[config.mk]
export PLATFORM = sky130hd
export DESIGN_NAME = rtc_bus_arbiter
export DESIGN_NICKNAME = d
export VERILOG_FILES = /design/src/rtl/rtc_bus_arbiter.sv
export SDC_FILE = /design/constraint.sdc
export NUM_CORES = 1
export LEC_CHECK = 0
export ABC_AREA = 1
export BUFFER_PORTS_ARGS = -buffer_cell sky130_fd_sc_hd__buf_4
export CORE_ASPECT_RATIO = 2
export CORE_MARGIN = 2
export CORE_UTILIZATION = 45
export CTS_CLUSTER_SIZE = 28
export DETAILED_ROUTE_END_ITERATION = 7
export GPL_TIMING_DRIVEN = 0
export PLACE_DENSITY_LB_ADDON = 0.12
export SLEW_MARGIN = 10
export SYNTH_ARGS = -nofsm -noshare
export SYNTH_HDL_FRONTEND = slang
export SYNTH_SLANG_ARGS = --single-unit
[constraint.sdc]
create_clock -name clk -period 2.1 [get_ports clk]
set_input_delay 0 -clock clk [delete_from_list [all_inputs] [get_ports clk]]
set_output_delay 0 -clock clk [all_outputs]
set_load 0.02 [all_outputs]
[src/rtl/rtc_bus_arbiter.sv]
// Arbitrates four RTC register requesters onto a single protocol engine,
// one transaction at a time, with read-starvation promotion and WAIT timeout.
module rtc_bus_arbiter #(
  parameter int TIMEOUT_CYCLES = 1023,
  parameter int STARVE_LIMIT   = 7
) (
  input  logic       clk,
  input  logic       reset,
  input  logic       init_req,
  input  logic       wr_req,
  input  logic       crono_req,
  input  logic       rd_req,
  input  logic [7:0] init_addr,
  input  logic [7:0] wr_addr,
  input  logic [7:0] crono_addr,
  input  logic [7:0] rd_addr,
  input  logic [7:0] init_data,
  input  logic [7:0] wr_data,
  input  logic [7:0] crono_data,
  output logic [3:0] grant,
  output logic [3:0] req_done,
  output logic       err,
  output logic       tx_start,
  output logic       tx_write,
  output logic [7:0] tx_addr,
  output logic [7:0] tx_data,
  input  logic       tx_done,
  input  logic [7:0] tx_rdata,
  output logic [7:0] rdata,
  output logic       rdata_valid
);

  localparam logic [1:0] ST_IDLE  = 2'd0;
  localparam logic [1:0] ST_ISSUE = 2'd1;
  localparam logic [1:0] ST_WAIT  = 2'd2;
  localparam logic [1:0] ST_DONE  = 2'd3;

  localparam logic [9:0] TMO_MAX    = 10'(TIMEOUT_CYCLES);
  localparam logic [2:0] STARVE_MAX = 3'(STARVE_LIMIT);

  logic [1:0] state_r;
  logic [9:0] tmo_cnt_r;
  logic [2:0] starve_cnt_r;
  logic [3:0] grant_r;
  logic [3:0] req_done_r;
  logic       err_r;
  logic       tx_start_r;
  logic       tx_write_r;
  logic [7:0] tx_addr_r;
  logic [7:0] tx_data_r;
  logic [7:0] rdata_r;
  logic       rdata_valid_r;

  logic [3:0] win_s;
  logic [7:0] win_addr_s;
  logic [7:0] win_data_s;
  logic [9:0] tmo_nxt_s;
  logic       tmo_hit_s;

  // Winner selection: a starved read overrides the fixed init > wr > crono > rd order.
  always_comb begin
    win_s = 4'b0000;
    if (rd_req && (starve_cnt_r >= STARVE_MAX)) begin
      win_s = 4'b1000;
    end else if (init_req) begin
      win_s = 4'b0001;
    end else if (wr_req) begin
      win_s = 4'b0010;
    end else if (crono_req) begin
      win_s = 4'b0100;
    end else if (rd_req) begin
      win_s = 4'b1000;
    end else begin
      win_s = 4'b0000;
    end
  end

  // Address/data mux for the selected requester; reads carry no payload.
  always_comb begin
    win_addr_s = 8'h00;
    win_data_s = 8'h00;
    case (win_s)
      4'b0001: begin win_addr_s = init_addr;  win_data_s = init_data;  end
      4'b0010: begin win_addr_s = wr_addr;    win_data_s = wr_data;    end
      4'b0100: begin win_addr_s = crono_addr; win_data_s = crono_data; end
      4'b1000: begin win_addr_s = rd_addr;    win_data_s = 8'h00;      end
      default: begin win_addr_s = 8'h00;      win_data_s = 8'h00;      end
    endcase
  end

  assign tmo_nxt_s = tmo_cnt_r + 10'd1;
  assign tmo_hit_s = (tmo_nxt_s == TMO_MAX);

  // Transaction FSM; all outputs are registered so pulses align with ISSUE/DONE.
  always_ff @(posedge clk or posedge reset) begin
    if (reset) begin
      state_r       <= ST_IDLE;
      tmo_cnt_r     <= 10'd0;
      starve_cnt_r  <= 3'd0;
      grant_r       <= 4'b0000;
      req_done_r    <= 4'b0000;
      err_r         <= 1'b0;
      tx_start_r    <= 1'b0;
      tx_write_r    <= 1'b0;
      tx_addr_r     <= 8'h00;
      tx_data_r     <= 8'h00;
      rdata_r       <= 8'h00;
      rdata_valid_r <= 1'b0;
    end else begin
      tx_start_r    <= 1'b0;
      req_done_r    <= 4'b0000;
      err_r         <= 1'b0;
      rdata_valid_r <= 1'b0;
      case (state_r)
        ST_IDLE: begin
          if (win_s != 4'b0000) begin
            grant_r    <= win_s;
            tx_write_r <= ~win_s[3];
            tx_addr_r  <= win_addr_s;
            tx_data_r  <= win_data_s;
            tx_start_r <= 1'b1;
            state_r    <= ST_ISSUE;
            if (win_s[3] || !rd_req) begin
              starve_cnt_r <= 3'd0;
            end else begin
              starve_cnt_r <= starve_cnt_r + 3'd1;
            end
          end else begin
            state_r <= ST_IDLE;
          end
        end
        ST_ISSUE: begin
          tmo_cnt_r <= 10'd0;
          state_r   <= ST_WAIT;
        end
        ST_WAIT: begin
          if (tx_done) begin
            req_done_r <= grant_r;
            state_r    <= ST_DONE;
            if (grant_r[3]) begin
              rdata_r       <= tx_rdata;
              rdata_valid_r <= 1'b1;
            end else begin
              rdata_valid_r <= 1'b0;
            end
          end else if (tmo_hit_s) begin
            req_done_r <= grant_r;
            err_r      <= 1'b1;
            state_r    <= ST_DONE;
          end else begin
            tmo_cnt_r <= tmo_nxt_s;
          end
        end
        ST_DONE: begin
          grant_r <= 4'b0000;
          state_r <= ST_IDLE;
        end
        default: begin
          grant_r <= 4'b0000;
          state_r <= ST_IDLE;
        end
      endcase
    end
  end

  assign grant       = grant_r;
  assign req_done    = req_done_r;
  assign err         = err_r;
  assign tx_start    = tx_start_r;
  assign tx_write    = tx_write_r;
  assign tx_addr     = tx_addr_r;
  assign tx_data     = tx_data_r;
  assign rdata       = rdata_r;
  assign rdata_valid = rdata_valid_r;

endmodule
Word level (Yosys, flattened, before mapping)
Index checks and enable logic that the tools add are counted.
{"block": "op_classes", "addsub": 2, "order_cmp": 1, "n_eq_ne": 12, "mux": 28, "bitwise_logic": 1, "n_reduce_logical": 11}
{"op": "4-bit two-way mux", "count": 9}
{"op": "8-bit one-hot mux with 4 select lines", "count": 1}
{"op": "8-bit one-hot mux with 3 select lines", "count": 1}
{"op": "10-bit two-way mux", "count": 2}
{"op": "10-bit one-hot mux with 2 select lines", "count": 1}
{"op": "10-bit by 1-bit adder with 10-bit output (second input constant)", "count": 1}
{"op": "10-bit == test (second input constant)", "count": 1}
{"op": "1-bit two-way mux", "count": 9}
{"op": "2-bit one-hot mux with 4 select lines", "count": 1}
{"op": "4-bit one-hot mux with 2 select lines", "count": 1}
{"op": "2-bit inequality test (second input constant)", "count": 3}
{"op": "3-bit AND reduction", "count": 2}
{"op": "2-bit == test (second input constant)", "count": 2}
{"op": "4-bit by 1-bit == test with 1-bit output (second input constant)", "count": 1}
{"op": "4-bit by 2-bit == test with 1-bit output (second input constant)", "count": 1}
{"op": "4-bit by 3-bit == test with 1-bit output (second input constant)", "count": 1}
{"op": "4-bit == test (second input constant)", "count": 1}
{"op": "2-bit two-way mux", "count": 2}
{"op": "2-bit AND reduction", "count": 2}
{"op": "2-bit nonzero test", "count": 2}
{"op": "4-bit nonzero test", "count": 1}
{"op": "3-bit by 1-bit adder with 3-bit output (second input constant)", "count": 1}
{"op": "3-bit >= comparator (second input constant)", "count": 1}
{"op": "3-bit two-way mux", "count": 1}
{"op": "7 further kinds", "count": 7}
{"block": "totals", "regBits": 51, "inputBits": 71, "output_inout_bits": 36, "elab_cells": 67}

Logic depth before layout (Yosys ltp)
{"block": "logic_depth", "ltp_word": 8, "ltp_mapped": 14, "mapped_depth_nobuf": 13}

Worst setup path before layout
Ideal clock, no wire load.
{"block": "synth_path", "kind": "reg2reg", "startpoint": "register starve_cnt_r[0]", "endpoint": "register tx_addr_r[7] (netlist: tx_addr[7])", "setup_ns": 0.066, "arrival_time_ns": 1.678, "t_required_ns": 2.034, "slack_ns": 0.356, "path_stages_with_launch": 11, "path_buffers": 1, "synth_period_minus_slack_ns": 1.744, "cell_sequence": "dfrtp_1 > ha_1 > ha_1 > inv_1 > nand2_1 > a21oi_1 > buf_2 > nand2_1 > nand4_1 > nand2_1 > nand2_1"}
{"block": "synth_between", "elab_chain_len": 5, "elab_cells_between_ends": 10, "cone_classes": "1 x order compare; 4 x eq/ne; 2 x mux; 3 x reduce/logical"}
{"element": "start, declared", "line": "43", "text": "logic [2:0] starve_cnt_r;"}
{"element": "start signal, assigned", "line": "126", "text": "starve_cnt_r <= starve_cnt_r + 3'd1;"}
{"element": "3-bit >= comparator *", "line": "63", "text": "if (rd_req && (starve_cnt_r >= STARVE_MAX)) begin"}
{"element": "1-bit logical AND *", "line": "63"}
{"element": "4-bit two-way mux *", "line": "63"}
{"element": "4-bit == test, or another cell as far along", "line": "82", "text": "case (win_s)"}
{"element": "8-bit one-hot mux with 4 select lines / 2-bit AND reduction (equally long branches)"}
{"element": "end signal, assigned", "line": "119", "text": "tx_addr_r <= win_addr_s;"}
{"element": "end, declared", "line": "49", "text": "logic [7:0] tx_addr_r;"}
Every way passes the cells marked *; elsewhere a longest branch is shown, timed or not.
A chain may end at the register's enable or synchronous reset.

Worst setup path after layout
{"block": "layout_path", "startpoint": "register state_r[0]", "endpoint": "register tx_addr_r[0] (netlist: tx_addr[0])"}
{"block": "layout_between", "elab_chain_len": 2}
{"element": "start, declared", "line": "41", "text": "logic [1:0] state_r;"}
{"element": "start signal, assigned", "line": "97", "text": "state_r <= ST_IDLE;"}
{"element": "start signal, assigned", "line": "122", "text": "state_r <= ST_ISSUE;"}
{"element": "start signal, assigned", "line": "129", "text": "state_r <= ST_IDLE;"}
{"element": "2-bit logical NOT", "line": "114", "text": "case (state_r)"}
{"element": "2-bit AND reduction (no source line)"}
No other way between the ends.

==> results.ini <==
[drt]
drt_wl_total_um = 7310
antenna_left = 0
routedWlPerCell_um = 13.3
vias = 2860
routed_via_density = 5.22
remaining_drc_errors = 9
drtIter0Drc = 196
dr.pass1.iters = 6

[place]
gp_congestion = 0.892
dp_hpwl_um = 5290
portBuffers = 106
place_ws_ns = -0.0164

[status]
status = finished with violations
violations = design-rule violations

[clock_network]
insertion_delay_ns = 0.29
cts_buffers = 5
cts_root_buf = clkbuf_16
cts_sinks = 51
cts_tree = built
h-tree-depth = 2
clk_path_buf_depth = 2
clkTransAtPathRegs_ns = 0.07

[synth]
synth_area_um2 = 2710
avgSynthCellArea_um2 = 7.56
syn_inst = 358
ys_warn_count = 0
ys_ff_latch = 51
synth_top_cell_by_area = dfrtp_1
ys_seq_area_frac = 0.472
synthTopCellsByArea = dfrtp_1, nand2_1, nand3_1
yosysTopAreaCellShare = 0.472
synth_edf_count = 0
synthFlopType = dfrtp_1
syn-num-nets = 437
synth_commonest_cells = nand2_1, nand3_1, dfrtp_1
post-synth-top-count-cell = nand2_1
synthArstFlopShare = 1.00
yosysUniqueCellTypes = 24

[finish]
antenna_cells = 0
nets = 563
drive_gt1_frac = 0.291
fin_util = 0.665
syn2layout_area_growth_pct = 45.1

[grt]
grt_overflow_total = 0
grt_first_pass_wirelength_um = 11500
grt_usage = 0.216
grt_pass1_vias = 2709
grt_max_degree = 32
antenna_found_initial = 0

[sta]
tightest_slew_ns = 0.532
setup_ws_ns = 0.176
grt_setup_unrepaired = false
setup_violations = 0
finalHoldViolations = 0
whs_ns = 0.00179
maxSlewHeadroom = 0.643
maxSlewViolCount = 0
min_period_ns = 1.92
skew_ns = 0.00349
fmax_mhz = 520
setup_tns_ns = 0
timing.final.crit_share = 0.916

[worst_setup_path]
worstPathMaxFanout = 10
worstPathArrival_ns = 2.08
critical-path-slowest-cell = clkbuf_1
cp-start-kind = flop
crit_type = reg2reg
critical-path-top-delay-family = buffers and inverters
cp.required_ns = 2.25
crit_path_end_kind = flop
crit_path_cell_trace = inv_1 > ha_1 > o21ai_0 > buf_2 > clkbuf_1 > o21ai_0
cpPeakStageDelay_ns = 0.40
crit_buf_inv = 3
crit_top_cell = o21ai_0

[power_and_ir_drop]
p_per_area_nw_per_um2 = 1070
power_mw = 4.20
vdd_drop_max_mv = 0.716
p_leak_nw = 2.10

[floorplan]
rows = 40
core_area_um2 = 5910
die-width_um = 58.8
ios = 107
die_h_um = 114
start_util = 0.458
die-area_um2 = 6690

[worst_hold_path]
hp-class = in2reg

[run]
drv_cap = 0

[tightest hold or removal path: stages]
cell     delay [ns]
buf_4          0.08
a21oi_1        0.05
o21ai_0        0.13
[stage by stage]
step,instances,instance area [um^2]
after floorplan,358,2710
after global placement,527,3580
after detailed placement,528,3600
after CTS,546,3870
after global routing,548,3930
final,548,3930
[registers in the layout (all words and copies together) (netlist names), 2 cells and up]
register	cells
grant	4
rdata	8
req_done	4
starve_cnt_r	3
state_r	2
tmo_cnt_r	10
tx_addr	8
tx_data	8
[cells by family (layout without fill, tap and decap cells)]
kind of cell / after synthesis / count (layout) / share of synthesized area
and+or+nand+nor: 229 / 229 / 0.373
DFF: 51 / 51 / 0.472
buffers and inverters: 41 / 168 / 0.0615
AOI/OAI and AO/OA: 28 / 28 / 0.0532
adders and majority gates: 8 / 8 / 0.0370
xor gates and xnor gates: 1 / 1 / 0.00324
[power by group]
group          internal, mW  switching (mW)  total (mW)
combinational         0.695            1.06        1.76
sequential             1.30           0.216        1.52
clock                 0.566           0.359       0.925
total                  2.56            1.63        4.20
[per-layer routing]
metal,GRT usage,vias up,share of wire
met1,0.267,1320,0.39
met3,0.0317,16,0.060
met2,0.370,119,0.52
met5,0,-,0
met4,0.0818,0,0.022
li1,-,1405,-
[layout by cell type (no fill, tap or decap), types with 4 or more instances in the layout]
cell type and n:
nand2_1 138, buf_4 110, nand3_1 56, dfrtp_1 50, inv_1 27, o21ai_0 17
nor2_1 12, dlygate4sd3_1 10, ha_1 8, nand4_1 7, a21oi_1 7, clkbuf_1 5
clkbuf_16 5, nor2_2 4, nand3b_1 4
[path summary, 6_finish.rpt]
path	start	end	slack, ns	depth (start not counted)
min in group asynchronous	reset	tmo_cnt_r[1]	0.29	3
max	state_r[0]	tx_addr[0]	0.18	6
max in group asynchronous	reset	tx_data[0]	1.30	4
min	wr_addr[0]	tx_addr[0]	0.002	3
max reg2reg	state_r[0]	tx_addr[0]	0.18	6
min reg2reg	rdata[7]	rdata[7]	0.48	2
[final cells by class]
class | instances | area (um^2)
Inverter | 30 | 116
Sequential cell | 51 | 1280
Timing Repair Buffer | 119 | 931
Multi-Input combinational cell | 266 | 1290
Fill cell | 515 | 1980
Buffer | 11 | 60.1
Clock buffer | 5 | 125
Clock inverter | 3 | 46.3
Tap cell | 63 | 78.8
[repair_timing]
item	4_1_cts	5_1_grt
setup buffers	0	2
gates resized for setup	1	13
endpoints found under the setup margin	9	31
endpoints found under the hold margin	29	0
hold buffers	10	0
Note: power is estimated with default switching activity, not from simulation.
